===== src/rtl/logic_basic_gray_counter.sv =====
// -----------------------------------------------------------------------------
// logic_basic_gray_counter
//   Up/down binary counter with a registered Gray-code mirror and a one-cycle
//   bound pulse. Next-state priority: srst > load > enable > hold.
//
// Parameters
//   WIDTH        counter width in bits (>= 2)
//   RESET_VALUE  binary value loaded by srst (< 2**WIDTH)
//   SATURATE     0 = wrap at 0 / 2**WIDTH-1, 1 = hold at the bound
//
// Ports
//   aclk        clock, all state updates on the rising edge
//   srst        synchronous active-high reset
//   enable      request one count step this cycle
//   up          step direction, 1 = increment, 0 = decrement
//   load        load load_value this cycle (overrides enable)
//   load_value  binary value to load
//   o_binary    registered binary count
//   o_gray      registered Gray code of o_binary
//   o_bound     registered pulse: the previous step hit or crossed a bound
// -----------------------------------------------------------------------------
module logic_basic_gray_counter #(
  parameter int unsigned WIDTH       = 4,
  parameter int unsigned RESET_VALUE = 0,
  parameter bit          SATURATE    = 1'b0
) (
  input  logic             aclk,
  input  logic             srst,
  input  logic             enable,
  input  logic             up,
  input  logic             load,
  input  logic [WIDTH-1:0] load_value,
  output logic [WIDTH-1:0] o_binary,
  output logic [WIDTH-1:0] o_gray,
  output logic             o_bound
);

  localparam logic [WIDTH-1:0] ONE      = WIDTH'(1);
  localparam logic [WIDTH-1:0] RST_BIN  = WIDTH'(RESET_VALUE);
  localparam logic [WIDTH-1:0] RST_GRAY = RST_BIN ^ (RST_BIN >> 1);

  logic             at_max;
  logic             at_min;
  logic [WIDTH-1:0] bin_next;
  logic [WIDTH-1:0] gray_next;
  logic             bound_next;

  assign at_max = &o_binary;
  assign at_min = ~|o_binary;

  // Reset is handled in the register block; this computes load/step/hold.
  always_comb begin
    bin_next   = o_binary;
    bound_next = 1'b0;
    if (load) begin
      bin_next = load_value;
    end else if (enable) begin
      if (up) begin
        if (at_max) begin
          bound_next = 1'b1;
          bin_next   = SATURATE ? o_binary : '0;
        end else begin
          bin_next = o_binary + ONE;
        end
      end else begin
        if (at_min) begin
          bound_next = 1'b1;
          bin_next   = SATURATE ? o_binary : '1;
        end else begin
          bin_next = o_binary - ONE;
        end
      end
    end
  end

  // Gray is derived from the next binary value so both outputs are registered
  // in the same edge and always agree.
  assign gray_next = bin_next ^ (bin_next >> 1);

  always_ff @(posedge aclk) begin
    if (srst) begin
      o_binary <= RST_BIN;
      o_gray   <= RST_GRAY;
      o_bound  <= 1'b0;
    end else begin
      o_binary <= bin_next;
      o_gray   <= gray_next;
      o_bound  <= bound_next;
    end
  end

endmodule


===== config.mk =====
export PLATFORM = sky130hd
export DESIGN_NAME = logic_basic_gray_counter
export DESIGN_NICKNAME = d
export VERILOG_FILES = /design/src/rtl/logic_basic_gray_counter.sv
export SDC_FILE = /design/constraint.sdc
export NUM_CORES = 1
export LEC_CHECK = 0
export ABC_AREA = 1
export CAP_MARGIN = 10
export CELL_PAD_IN_SITES_DETAIL_PLACEMENT = 1
export CELL_PAD_IN_SITES_GLOBAL_PLACEMENT = 1
export CORE_AREA = 3 3 46 48
export DETAILED_ROUTE_END_ITERATION = 16
export DIE_AREA = 0 0 49 51
export PLACE_DENSITY_LB_ADDON = 0.1
export SLEW_MARGIN = 40
export SYNTH_ARGS = -nofsm -noshare
export SYNTH_HDL_FRONTEND = slang
export SYNTH_SLANG_ARGS = --single-unit
export TNS_END_PERCENT = 5

===== constraint.sdc =====
create_clock -name aclk -period 2.1 [get_ports aclk]
set_clock_uncertainty 0.15 [all_clocks]
set_input_delay 0.21 -clock aclk [delete_from_list [all_inputs] [get_ports aclk]]
set_output_delay 0.21 -clock aclk [all_outputs]
set_load 0.02 [all_outputs]

# After elaboration in Yosys (flattened, before gate mapping)
# Cells that the tools add are included.
[word_totals] register_bits=9 in_bits=9 output_inout_bits=9 word_cells=18
[classes] n_addsub=2 muxes=8 n_bitwise=2 reduce_logical=3
[op_table] cell="$mux W4" count=5
[op_table] cell="$add A4 B1 Y4 const B" count=1
[op_table] cell="$reduce_and A4 Y1" count=1
[op_table] cell="$reduce_or A4 Y1" count=1
[op_table] cell="$sub A4 B1 Y4 const B" count=1
[op_table] cell="$xor A4 B3 Y4" count=1
[op_table] cell="$mux W1" count=3
[op_table] cell="$reduce_or A3 Y1" count=1
[op_table] cell="$not A1 Y1" count=1

# Depth between registers and ports, before layout
[depth] word_depth=6 mapped_depth=11 depth_no_buf=11

# Worst setup path after synthesis
# Ideal clock, no wire load.
[synth_path] path_kind="reg-to-reg" startpoint="register o_binary[0]" endpoint="register o_gray[1]" setup_ns=0.113 arrival_time_ns=1.435 required_ns=1.837 path_slack_ns=0.402 path_stages_with_launch=9 path_buffers=0 period_less_slack_ns=1.698 cell_sequence="dfxtp_1 -> inv_1 -> ha_1 -> nor2_1 -> nor2_1 -> a21oi_2 -> nor2_2 -> nor2_1 -> nor2_1"
[synth_via] elab_chain_cells=6 elab_cells_between_ends=10 classes_between="2 x add/sub; 5 x mux; 1 x bitwise; 2 x reduce/logical"
[synth_lines] element="from (decl)" line="33" rtl="output logic [WIDTH-1:0] o_binary,"
[synth_lines] element="from (signal assigned)" line="86" rtl="o_binary <= bin_next;"
[synth_lines] element="$sub A4 B1 Y4 (tied with other cells)" line="70" rtl="bin_next = o_binary - ONE;"
[synth_lines] element="$mux W4, on equally long branches" line="66, 59"
[synth_lines] element="$mux W4 *" line="58" rtl="if (up) begin"
[synth_lines] element="$mux W4 *" line="57" rtl="end else if (enable) begin"
[synth_lines] element="$mux W4 *" line="55" rtl="if (load) begin"
[synth_lines] element="$xor A4 B3 Y4 *" line="78" rtl="assign gray_next = bin_next ^ (bin_next >> 1);"
[synth_lines] element="to (signal assigned)" line="87" rtl="o_gray <= gray_next;"
[synth_lines] element="to (decl)" line="34" rtl="output logic [WIDTH-1:0] o_gray,"
# Every way passes the cells marked *; elsewhere a longest branch is shown, timed or not.
# A chain may end at the register's enable or synchronous reset.

# Worst setup path after layout
[layout_path] startpoint="register o_binary[2]" endpoint="output port o_binary[2]"
# No word-level cell between the ends.

==> flow_summary_export.csv <==
group,metric,value,unit
logic_synthesis,synth_area_per_cell,6.556,um^2
cts,cts.sinks,8,
cts,cts_resized,0,
setup_path,worstReg2RegStart,"o_binary[1]$_SDFF_PP0_",
global_routing,grt-ovfl-total,0,
setup_path,critical-path-slowest-cell,"clkdlybuf4s50_1",
cts,cts.clk_slew.worst_paths,0.05,ns
setup_path,crit_chain,"clkdlybuf4s50_1",
sta,max_freq,573.4,MHz
detailed_routing,vias_per_cell,4.542,
sta,maxSlewHeadroom,0.8027,
power,power.switching,0.1427,mW
power,seq_power_share,0.403,
min_path,hold-path-cell-count,3,
floorplanning,initial_core_util,0.2817,
power,peakVddDrop,341.7,uV
setup_path,path_max_fanout,8,
sta,rsz0062_at_grt,"false",
setup_path,critPathLaunch,"o_binary[2]$_SDFF_PP0_",
logic_synthesis,ys_ff_latch,8,
layout,syn_to_final_growth,45.55,%
sta,finalMaxSlewViolations,0,
detailed_routing,via_count,545,
cts,cts_tree,"done",
sta,layout_min_cycle_time,1.744,ns
setup_path,cp_slowest_stage_delay,0.66,ns
layout,drive_above_1_share,0.1263,
setup_path,worst-path-buf-inv,1,
setup_path,rrSetupSlack,0.44,ns
power,combPwrFrac,0.329,
setup_path,crit_path_end_kind,"output pin",
layout,final_common_cell,"clkdlybuf4s50_1",
global_routing,grt_usage,0.1198,
logic_synthesis,netlist_instances,75,
cts,clock_latency,0.25,ns
logic_synthesis,netlist_area,491.7,um^2
layout,nets,108,
min_path,worstHoldStart,"load_value[2]",
power,total_power,0.4400,mW
power,powerDensity,614.8,nW/um^2
setup_path,worstSetupPathType,"reg -> out",
sta,tns,0,ns
place,globalplace.congestion,0.7840,
power,leakagePower,0.3003,nW
sta,setup_viol,0,
detailed_routing,wl,1.380,mm
logic_synthesis,ys_types,18,
setup_path,critPathArrivalTime,1.38,ns
floorplanning,dieArea,2499,um^2
sta,final-hold-violation-count,0,
detailed_routing,drtPass1Iterations,4,
power,pwr-share-clk,0.269,
logic_synthesis,ys_seq_area_frac,0.3257,
sta,worst_pin_slew,0.2934,ns
place,port_buffers,17,
detailed_routing,avgRoutedWirePerCell,11.50,um
run,max-cap-violations,0,
setup_path,cp_data_required_time,1.74,ns
global_routing,grt_pass1_vias,549,
place,dpl_cell_area,693.2,um^2
cts,post_cts_buffers,0,
layout,num_antenna_cells,0,
sta,fin_crit_sh,0.8305,
cts,cts_max_path_buffers,2,
floorplanning,rows,15,
power,intPower,0.2973,mW
cts,root_buffer,"clkbuf_4",
global_routing,grt_pass1_wl,2.304,mm
outcome,outcome,"complete, no violations",
global_routing,antenna_found_initial,0,
detailed_routing,drtIter0Drc,5,
setup_path,cp-start-kind,"flip-flop",
floorplanning,core_region_area,1745,um^2
floorplanning,die_y,51,um
detailed_routing,ant_nets,0,
floorplanning,io_pins,18,
cts,cts-buffers-inserted,3,
logic_synthesis,ys.warnings.count,0,
floorplanning,die_x,49,um
setup_path,reg2reg_depth,8,
global_routing,grt_max_degree,9,
layout,mostFrequentLayoutCells,"clkdlybuf4s50_1 (17), nor2_1 (15), nand2_1 (13), inv_1 (9), nand3_1 (9)",
cts,htreeDepth,1,
layout,final_area,715.7,um^2
min_path,hold_class,"in -> reg",
place,hpwl,1.151,mm
setup_path,crit_cells,1,
power,switching_share,0.3243,
detailed_routing,drcViolationCount,0,
cts,ctsHoldBuffers,0,
logic_synthesis,mappedNetlistNets,86,
setup_path,cp_top_family,"buffers and inverters",
## power by group through the flow
stage	Clock (mW)	Sequential (mW)	Combinational (mW)
after global routing	0.131	0.179	0.160
final	0.118	0.177	0.145
after floorplan	0	0.197	0.0634
after detailed placement	0	0.181	0.145
after CTS	0.126	0.178	0.147
after global placement	0	0.181	0.144
## cells by family (layout without fill, tap and decap cells)
logic type	count (synthesis)	after routing	share of synthesized area
and+or+nand+nor	45	45	0.4071
buffers and inverters	11	31	0.09160
adders and majority gates	2	2	0.05088
DFF	8	8	0.3257
AOI/OAI and AO/OA	9	9	0.1247
## path summary, 6_finish.rpt
check	to
hold / removal	o_binary[2]$_SDFF_PP0_
hold reg to reg	o_bound$_SDFF_PP0_
setup / recovery	o_binary[2]
setup reg to reg	o_gray[0]$_SDFF_PP0_
## sequential cells by signal (all words and copies together) (netlist names)
signal / cells
o_binary: 4
o_gray: 3
o_bound: 1
## cells in the mapped netlist
cell,n,area share
inv_1,9,0.069
buf_4,1,0.015
or2_1,1,0.013
nand3b_1,1,0.015
dfxtp_1,8,0.33
nor2_2,4,0.051
a21oi_1,4,0.041
ha_1,2,0.051
o31ai_1,1,0.015
nor3_1,1,0.010
a211oi_1,1,0.015
nand2_1,13,0.099
o21ai_2,1,0.018
inv_2,1,0.0076
a21oi_2,2,0.036
nand4_1,1,0.013
nor2_1,15,0.11
nand3_1,9,0.092
## final cells by class
type | instances | area [um^2]
sequential | 8 | 160.2
clock buffer | 3 | 22.52
tap | 25 | 31.28
timing repair buffer | 18 | 177.7
multi-input combinational | 56 | 286.5
fill | 234 | 1030
inverter | 10 | 37.54
## stage by stage
stage	std cells	hold WS, ns	utilization	worst slack [ns]
6_report	120	0.5277	0.4100	0.3559
5_1_grt	120	0.5575	0.4100	0.2314
4_1_cts	120	0.5252	0.4100	0.3318
3_5_place_dp	117	0.5685	0.3971	0.3519
3_3_place_gp	117	0.5648	0.3971	0.3511
2_1_floorplan	75	0.1285	-	0.4019
## per-layer routing
metal / track usage / vias to the layer above / share of wire
met5: 0 / - / 0
met4: 0.09005 / 0 / 0.017
met3: 0.01458 / 2 / 0.038
met2: 0.1991 / 14 / 0.49
met1: 0.1416 / 247 / 0.46
li1: - / 282 / -
Power figures use the tool's default switching activity.
==> patch, RTL diff (same settings) <==
`WIDTH`: 4 -> 6.
--- a/src/rtl/logic_basic_gray_counter.sv
+++ b/src/rtl/logic_basic_gray_counter.sv
@@ -20,7 +20,7 @@
 //   o_bound     registered pulse: the previous step hit or crossed a bound
 // -----------------------------------------------------------------------------
 module logic_basic_gray_counter #(
-  parameter int unsigned WIDTH       = 4,
+  parameter int unsigned WIDTH       = 6,
   parameter int unsigned RESET_VALUE = 0,
   parameter bit          SATURATE    = 1'b0
 ) (
Ports: changed (resized load_value, o_binary and o_gray); port bits go from 18 to 24. No check against the original RTL was run, so the function may have changed too.
==> patch against the unedited design <==
The flow now stops in global placement. Synthesized area up 82%.
==> patch: results (changes against the unedited design) <==
Synthesis
  • Distinct cells, synth: 24 (+6)
  • Most instantiated library cell after synthesis: nand2_1
  • Seq/Total Area, Yosys: 26.78% (-5.8 points)
  • Mean Syn Cell Area: 6.408 sq um (-2.3%)
  • Main flop type after synthesis: dfxtp_1
  • FFs w/ async S/R, synth: 0% (unchanged)
  • Synth top area cells: dfxtp_1 (27%), nand2_1 (18%), nand3_1 (6.7%), inv_1 (5.9%), a21oi_1 (4.5%)
  • Synth top cells by count: nand2_1 (44), inv_1 (14), dfxtp_1 (12), nand3_1 (12)
  • Post-synthesis net count: 154 (+79%)
  • Seq cells post-synth: 12 (+4)
  • Synth warnings: 0 (unchanged)

Outcome
  • Status: did not finish
  • Stop stage: global placement
  • First Err: [ERROR FLW-0024] Place density exceeds 1.0 (current PLACE_DENSITY_LB_ADDON =  0.1). Please check if the value of  PLACE_DENSITY_LB_ADDON is between 0 and 0.99.

Floorplanning
  • Die W: 49 microns (unchanged)

Placement
  • # port buffers: 23 (+6)
patch: changes by cell type after synthesis, moves of 3 or more:
cell | unedited run | this run
nand2_1 | 13 | 44
nor2_1 | 15 | 8
nand2_2 | 0 | 6
inv_1 | 9 | 14
a21oi_1 | 4 | 8
dfxtp_1 | 8 | 12
nand4_1 | 1 | 5
nand3_1 | 9 | 12
o21ai_0 | 0 | 3
patch: cells by family after synthesis:
| logic type | Yosys count | synth area share [%] |
|---|---|---|
| and+or+nand+nor | 85 | 45.05 |
| adders and majority gates | 3 | 4.185 |
| DFF | 12 | 26.78 |
| buffers and inverters | 23 | 12.27 |
| AOI/OAI and AO/OA | 15 | 9.762 |
| xor gates and xnor gates | 2 | 1.953 |
